**src/rtl/mem_stage_if.sv**
```systemverilog
// Bus port bundle between the memory stage and the shared system bus.
// The memory stage is the master; the bus arbiter/target side is the slave.
interface mem_stage_if;
    logic        bus_req;
    logic        bus_grant;
    logic        bus_as;
    logic        bus_rw;
    logic [29:0] bus_addr;
    logic [31:0] bus_wr_data;
    logic [31:0] bus_rd_data;
    logic        bus_rdy;

    modport master (
        output bus_req,
        output bus_as,
        output bus_rw,
        output bus_addr,
        output bus_wr_data,
        input  bus_grant,
        input  bus_rd_data,
        input  bus_rdy
    );

    modport slave (
        input  bus_req,
        input  bus_as,
        input  bus_rw,
        input  bus_addr,
        input  bus_wr_data,
        output bus_grant,
        output bus_rd_data,
        output bus_rdy
    );
endinterface

```
**src/rtl/mem_stage.sv**
```systemverilog
// Memory pipeline stage: word load/store over a request/grant bus,
// misalignment trap and the MEM/WB pipeline register.
module mem_stage #(
    parameter logic [2:0] MISALIGN_CODE = 3'h4
) (
    input  logic        cpu_clk,
    input  logic        cpu_rstn,
    input  logic        stall,
    input  logic        flush,
    input  logic        ex_en,
    input  logic        ex_br_flag,
    input  logic        ex_gpr_wen,
    input  logic [29:0] ex_pc,
    input  logic [1:0]  ex_mem_op,
    input  logic [1:0]  ex_ctrl_op,
    input  logic [4:0]  ex_dst_addr,
    input  logic [2:0]  ex_exp_code,
    input  logic [31:0] ex_out,
    input  logic [31:0] ex_wr_data,
    mem_stage_if.master bus,
    output logic        mem_en,
    output logic        mem_br_flag,
    output logic        mem_gpr_wen,
    output logic [29:0] mem_pc,
    output logic [1:0]  mem_ctrl_op,
    output logic [4:0]  mem_dst_addr,
    output logic [2:0]  mem_exp_code,
    output logic [31:0] mem_out,
    output logic        mem_busy
);

    typedef enum logic [1:0] {
        IDLE,
        REQ,
        ACCESS,
        DONE
    } state_e;

    state_e      state_q;
    logic [31:0] rd_buf_q;
    logic        flush_pend_q;

    logic        is_mem;
    logic        is_load;
    logic        eligible;
    logic        kill;
    logic        access;
    logic        misalign;
    logic        rdy_hit;
    logic        load_done;
    logic [31:0] mem_out_d;

    assign is_mem   = (ex_mem_op == 2'd1) | (ex_mem_op == 2'd2);
    assign is_load  = (ex_mem_op == 2'd1);
    assign eligible = ex_en & is_mem & (ex_exp_code == 3'd0);
    // A flush seen while stalled still kills the held EX instruction.
    assign kill     = flush | flush_pend_q;
    assign access   = eligible & ~kill & (ex_out[1:0] == 2'b00);
    assign misalign = eligible & (ex_out[1:0] != 2'b00);

    assign rdy_hit   = (state_q == ACCESS) & bus.bus_rdy;
    assign load_done = is_load & (rdy_hit | (state_q == DONE));
    assign mem_out_d = load_done ? (rdy_hit ? bus.bus_rd_data : rd_buf_q)
                                 : ex_out;

    always_comb begin
        mem_busy = 1'b0;
        unique case (state_q)
            IDLE:    mem_busy = access;
            REQ:     mem_busy = 1'b1;
            ACCESS:  mem_busy = ~bus.bus_rdy;
            DONE:    mem_busy = 1'b0;
            default: mem_busy = 1'b0;
        endcase
    end

    always_comb begin
        bus.bus_req     = 1'b0;
        bus.bus_as      = 1'b0;
        bus.bus_rw      = 1'b0;
        bus.bus_addr    = 30'd0;
        bus.bus_wr_data = 32'd0;
        unique case (state_q)
            IDLE:    bus.bus_req = access & cpu_rstn;
            REQ:     bus.bus_req = ~flush;
            ACCESS: begin
                bus.bus_req     = 1'b1;
                bus.bus_as      = 1'b1;
                bus.bus_rw      = is_load;
                bus.bus_addr    = ex_out[31:2];
                bus.bus_wr_data = ex_wr_data;
            end
            DONE:    ;
            default: ;
        endcase
    end

    // DONE only parks a completed access while the pipeline is held.
    always_ff @(posedge cpu_clk or negedge cpu_rstn) begin
        if (!cpu_rstn) begin
            state_q  <= IDLE;
            rd_buf_q <= 32'd0;
        end else begin
            unique case (state_q)
                IDLE: begin
                    if (access)
                        state_q <= REQ;
                end
                REQ: begin
                    if (flush)
                        state_q <= IDLE;
                    else if (bus.bus_grant)
                        state_q <= ACCESS;
                end
                ACCESS: begin
                    if (bus.bus_rdy) begin
                        rd_buf_q <= bus.bus_rd_data;
                        state_q  <= stall ? DONE : IDLE;
                    end
                end
                DONE: begin
                    if (!stall)
                        state_q <= IDLE;
                end
                default: state_q <= IDLE;
            endcase
        end
    end

    always_ff @(posedge cpu_clk or negedge cpu_rstn) begin
        if (!cpu_rstn) begin
            flush_pend_q <= 1'b0;
            mem_en       <= 1'b0;
            mem_br_flag  <= 1'b0;
            mem_gpr_wen  <= 1'b0;
            mem_pc       <= 30'd0;
            mem_ctrl_op  <= 2'd0;
            mem_dst_addr <= 5'd0;
            mem_exp_code <= 3'd0;
            mem_out      <= 32'd0;
        end else if (stall) begin
            if (flush)
                flush_pend_q <= 1'b1;
        end else begin
            flush_pend_q <= 1'b0;
            if (kill) begin
                mem_en       <= 1'b0;
                mem_br_flag  <= 1'b0;
                mem_gpr_wen  <= 1'b0;
                mem_pc       <= 30'd0;
                mem_ctrl_op  <= 2'd0;
                mem_dst_addr <= 5'd0;
                mem_exp_code <= 3'd0;
                mem_out      <= 32'd0;
            end else begin
                mem_en       <= ex_en;
                mem_br_flag  <= ex_br_flag;
                mem_gpr_wen  <= ex_gpr_wen & ~misalign
                                & (ex_exp_code == 3'd0);
                mem_pc       <= ex_pc;
                mem_ctrl_op  <= ex_ctrl_op;
                mem_dst_addr <= ex_dst_addr;
                mem_exp_code <= misalign ? MISALIGN_CODE : ex_exp_code;
                mem_out      <= mem_out_d;
            end
        end
    end

endmodule

```
**src/flat_wrapper.sv**
```systemverilog
// flat-port wrapper written by rule: the top's interface ports become plain ports
module mem_stage_flat 
#(
    parameter logic [2:0] MISALIGN_CODE = 3'h4
)
  (cpu_clk, cpu_rstn, stall, flush, ex_en, ex_br_flag, ex_gpr_wen, ex_pc, ex_mem_op, ex_ctrl_op, ex_dst_addr, ex_exp_code, ex_out, ex_wr_data, mem_en, mem_br_flag, mem_gpr_wen, mem_pc, mem_ctrl_op, mem_dst_addr, mem_exp_code, mem_out, mem_busy, bus_bus_req, bus_bus_as, bus_bus_rw, bus_bus_addr, bus_bus_wr_data, bus_bus_grant, bus_bus_rd_data, bus_bus_rdy);
  mem_stage_if bus_i ();
  input  logic cpu_clk;
  input  logic cpu_rstn;
  input  logic stall;
  input  logic flush;
  input  logic ex_en;
  input  logic ex_br_flag;
  input  logic ex_gpr_wen;
  input  logic [29:0] ex_pc;
  input  logic [1:0] ex_mem_op;
  input  logic [1:0] ex_ctrl_op;
  input  logic [4:0] ex_dst_addr;
  input  logic [2:0] ex_exp_code;
  input  logic [31:0] ex_out;
  input  logic [31:0] ex_wr_data;
  output logic mem_en;
  output logic mem_br_flag;
  output logic mem_gpr_wen;
  output logic [29:0] mem_pc;
  output logic [1:0] mem_ctrl_op;
  output logic [4:0] mem_dst_addr;
  output logic [2:0] mem_exp_code;
  output logic [31:0] mem_out;
  output logic mem_busy;
  output wire logic [$bits(bus_i.bus_req)-1:0] bus_bus_req;
  output wire logic [$bits(bus_i.bus_as)-1:0] bus_bus_as;
  output wire logic [$bits(bus_i.bus_rw)-1:0] bus_bus_rw;
  output wire logic [$bits(bus_i.bus_addr)-1:0] bus_bus_addr;
  output wire logic [$bits(bus_i.bus_wr_data)-1:0] bus_bus_wr_data;
  input wire logic [$bits(bus_i.bus_grant)-1:0] bus_bus_grant;
  input wire logic [$bits(bus_i.bus_rd_data)-1:0] bus_bus_rd_data;
  input wire logic [$bits(bus_i.bus_rdy)-1:0] bus_bus_rdy;
  assign bus_bus_req = bus_i.bus_req;
  assign bus_bus_as = bus_i.bus_as;
  assign bus_bus_rw = bus_i.bus_rw;
  assign bus_bus_addr = bus_i.bus_addr;
  assign bus_bus_wr_data = bus_i.bus_wr_data;
  assign bus_i.bus_grant = bus_bus_grant;
  assign bus_i.bus_rd_data = bus_bus_rd_data;
  assign bus_i.bus_rdy = bus_bus_rdy;
  mem_stage #(.MISALIGN_CODE(MISALIGN_CODE)) u_core (.cpu_clk(cpu_clk), .cpu_rstn(cpu_rstn), .stall(stall), .flush(flush), .ex_en(ex_en), .ex_br_flag(ex_br_flag), .ex_gpr_wen(ex_gpr_wen), .ex_pc(ex_pc), .ex_mem_op(ex_mem_op), .ex_ctrl_op(ex_ctrl_op), .ex_dst_addr(ex_dst_addr), .ex_exp_code(ex_exp_code), .ex_out(ex_out), .ex_wr_data(ex_wr_data), .bus(bus_i), .mem_en(mem_en), .mem_br_flag(mem_br_flag), .mem_gpr_wen(mem_gpr_wen), .mem_pc(mem_pc), .mem_ctrl_op(mem_ctrl_op), .mem_dst_addr(mem_dst_addr), .mem_exp_code(mem_exp_code), .mem_out(mem_out), .mem_busy(mem_busy));
endmodule
```
**config.mk**
```make
export PLATFORM = sky130hd
export DESIGN_NAME = mem_stage_flat
export DESIGN_NICKNAME = d
export VERILOG_FILES = /design/src/rtl/mem_stage_if.sv /design/src/rtl/mem_stage.sv /design/src/flat_wrapper.sv
export SDC_FILE = /design/constraint.sdc
export NUM_CORES = 1
export LEC_CHECK = 0
export CAP_MARGIN = 20
export CORE_ASPECT_RATIO = 1.5
export CORE_MARGIN = 2
export CORE_UTILIZATION = 38
export DETAILED_ROUTE_END_ITERATION = 7
export PLACE_DENSITY = 0.81
export SLEW_MARGIN = 25
export SYNTH_ARGS = -nofsm -noshare
export SYNTH_HDL_FRONTEND = slang
export SYNTH_SLANG_ARGS = --single-unit
```
**constraint.sdc**
```tcl
create_clock -name cpu_clk -period 1.95 [get_ports cpu_clk]
set_input_delay 0.39 -clock cpu_clk [delete_from_list [all_inputs] [get_ports cpu_clk]]
set_output_delay 0.39 -clock cpu_clk [all_outputs]
set_load 0.1 [all_outputs]
```
==> impl_metrics.py <==
metrics = {
    "timing": {
        "setup_ws_ns": -0.09613,
        "fin_hold_ws_ns": 0.1536,
        "final.setup.tns_ns": -4.284,
        "fmax_ghz": 0.4887,
        "setup_viol": 66,
        "rsz0062_at_grt": "true",
        "slew_headroom_pct": 59.60,
        "final.setup_skew_ns": 0.007828,
        "worst_slew_pin_slew_ns": 0.6060,
        "hold_viol": 0,
        "slew_violations": 0,
        "fin_crit_sh_pct": 104.9,
        "min_period_ns": 2.046,
    },
    "final_layout": {
        "layout-drive-gt1-share_pct": 45.27,
        "fin_area_sq_um": 9303,
        "nFillCells": 796,
        "multi_input_area_sq_um": 2226,
        "fin_util_pct": 74.35,
        "seqCellArea_sq_um": 2755,
        "area_growth_pct": 90.06,
        "nets": 830,
        "n_antenna_cell": 0,
    },
    "place": {
        "hpwl_um": 12530,
        "numPortBuffers": 287,
        "gp_congestion": 0.7987,
        "placedInstanceArea_sq_um": 8713,
        "dp_slack_ns": -0.3273,
    },
    "floorplan": {
        "rows": 50,
        "initial_core_util_pct": 39.12,
        "io_pins": 288,
        "core_region_area_sq_um": 12510,
        "die_h_um": 143,
        "dieArea_sq_um": 13820,
        "die_width_um": 96.67,
    },
    "route": {
        "vias": 4347,
        "dr.pass1.iters": 4,
        "drt_iter0_markers": 163,
        "drt_wl_total_um": 17310,
        "drtAntennaViolNets": 0,
        "avgRoutedWirePerCell_um": 20.53,
        "viasPerCell": 5.157,
        "drt_drc_violations_left": 0,
    },
    "critical_path": {
        "rr_worst_depth": 6,
        "worstPathRequired_ns": 1.56,
        "critPathArrivalTime_ns": 1.66,
        "critPathCaptureType": "output port",
        "cp-start-kind": "flip-flop",
        "critPathKind": "reg2out",
        "worstPathMaxFanout": 5,
    },
    "cts": {
        "numCtsBuffers": 9,
        "hold_buffers": 0,
        "cts-root-buf": "clkbuf_16",
        "cts.path.max_buffers": 2,
        "cts_tree": "built",
        "clkLatencyLatePin_ns": 0.34,
        "clock-sinks": 110,
        "clk_pin_slew_ns": 0.07,
        "cts-htree-levels": 3,
    },
    "grt": {
        "grt_use_total_pct": 23.42,
        "grt_pass1_vias": 4652,
        "antenna_found_initial": 0,
        "grt_pass1_wl_um": 25590,
        "grt_max_degree": 111,
        "overflow": 0,
    },
    "yosys": {
        "ys_seq_area_share_pct": 56.24,
        "ys_warn_count": 0,
        "synth.area.top_cells": "dfrtp_1 56%, and2_1 12%, mux2_4 9.2%",
        "yosysMostFrequentCell": "dfrtp_1",
        "synthTopCellsByCount": "110 x dfrtp_1, 95 x and2_1, 42 x a22o_1, 32 x a221o_1, 30 x mux2_4",
        "netlist.area_leader.share_pct": 56.24,
        "yosysTopAreaCell": "dfrtp_1",
        "syn_area_sq_um": 4895,
        "synth_top_flop_cell": "dfrtp_1",
        "synth_edf_count": 0,
        "ys_types": 32,
        "async_flop_share_pct": 100.0,
        "synth_nets": 521,
        "ys_ff_latch": 110,
        "avgSynthCellArea_sq_um": 13.12,
        "synth_cells": 373,
    },
    "power": {
        "p_per_area_nw_per_um2": 658.3,
        "p_leak_nw": 4.474,
        "peakVddDrop_mv": 0.4335,
    },
    "status": {
        "status": "complete, but fails checks",
        "violations": "negative setup slack",
    },
    "job": {
        "max_cap_violations": 0,
    },
    "hold_path": {
        "min_path_type": "in2async",
    },
}
## cells in the final DEF, fill, tap and decap left out, types with 2 or more instances in the layout
cell and instances:
and2_4 63, nand2_1 2, and3_1 2, and2_1 32, mux2_4 30, dfrtp_1 108
buf_12 74, nor3_4 2, a21oi_4 3, clkinv_4 2, o21ai_0 2, nor2_1 2
clkdlybuf4s50_1 135, a221o_1 32, clkinv_2 2, dlymetal6s2s_1 4, dlygate4sd2_1 5, a22o_1 42
clkbuf_16 11, dfrtp_2 2, o21a_1 2, buf_4 105, mux2_2 2
## cells by family after synthesis
logic type / count (synthesis) / synth area share (%)
simple gates: 113 / 14.52
buf+inv: 32 / 3.783
compound gates: 85 / 15.54
mux: 32 / 9.663
flops: 110 / 56.24
fa+ha+maj: 1 / 0.2556
## where the power goes
group / switching, mW / leakage, nW / internal, mW
clock network: 0.807 / 0.135 / 0.903
logic: 1.21 / 2.86 / 0.657
registers: 0.0907 / 1.48 / 2.45
## cell type report
| type | count | area share [%] |
|---|---|---|
| well taps | 156 | 2.098 |
| repair buffers | 329 | 41.33 |
| clock buffers | 11 | 2.609 |
| flip-flops and latches | 110 | 29.62 |
| clock inverters | 5 | 0.3766 |
| inverters | 1 | 0.04035 |
| multi-input cells | 231 | 23.93 |
## state kept, by name, indices dropped and copies added, names as in the netlist
name and cells:
u_core.mem_ctrl_op 2, u_core.mem_br_flag 1, u_core.flush_pend_q 1, u_core.mem_exp_code 3
u_core.mem_en 1, u_core.mem_pc 30, u_core.mem_gpr_wen 1, u_core.mem_out 32
u_core.mem_dst_addr 5, u_core.state_q 2, u_core.rd_buf_q 32
## timing repair
action | CTS | global route
resized for setup | 27 | 21
endpoints found under the setup margin | 65 | 66
gates cloned | 2 | 3
setup buffers | 5 | 6
pin swaps | 9 | 15
## worst paths after layout
path | slack, ns | end | from
setup / recovery | -0.1 | bus_bus_req | u_core.state_q[1]
hold / removal | 0.15 | u_core.rd_buf_q[31] | cpu_rstn
setup reg to reg | 0.17 | u_core.mem_out[7] | u_core.state_q[0]
hold reg to reg | 0.49 | u_core.rd_buf_q[1] | u_core.rd_buf_q[1]
max in group asynchronous | 1.30 | u_core.state_q[1] | cpu_rstn
min in group cpu_clk | 0.38 | u_core.mem_exp_code[0] | ex_exp_code[0]
## metal layers
layer	GRT usage, %	share of wire [%]
met2	40.97	54
met5	0	0
met4	5.856	1.5
met3	5.140	5.9
met1	29.60	39
## stage by stage
stage               std cells  power [mW]
floorplan                 373       3.714
global route              843       6.366
finish                    843       6.124
CTS                       834       6.161
detailed placement        811       4.427
global placement          811       4.393
## critical path, stage by stage (launching register included)
cell,delay [ns]
dfrtp_2,0.45
and2b_4,0.21
buf_4,0.15
buf_4,0.14
a21oi_4,0.13
o21ai_4,0.08
buf_12,0.16
Power figures use the tool's default switching activity.
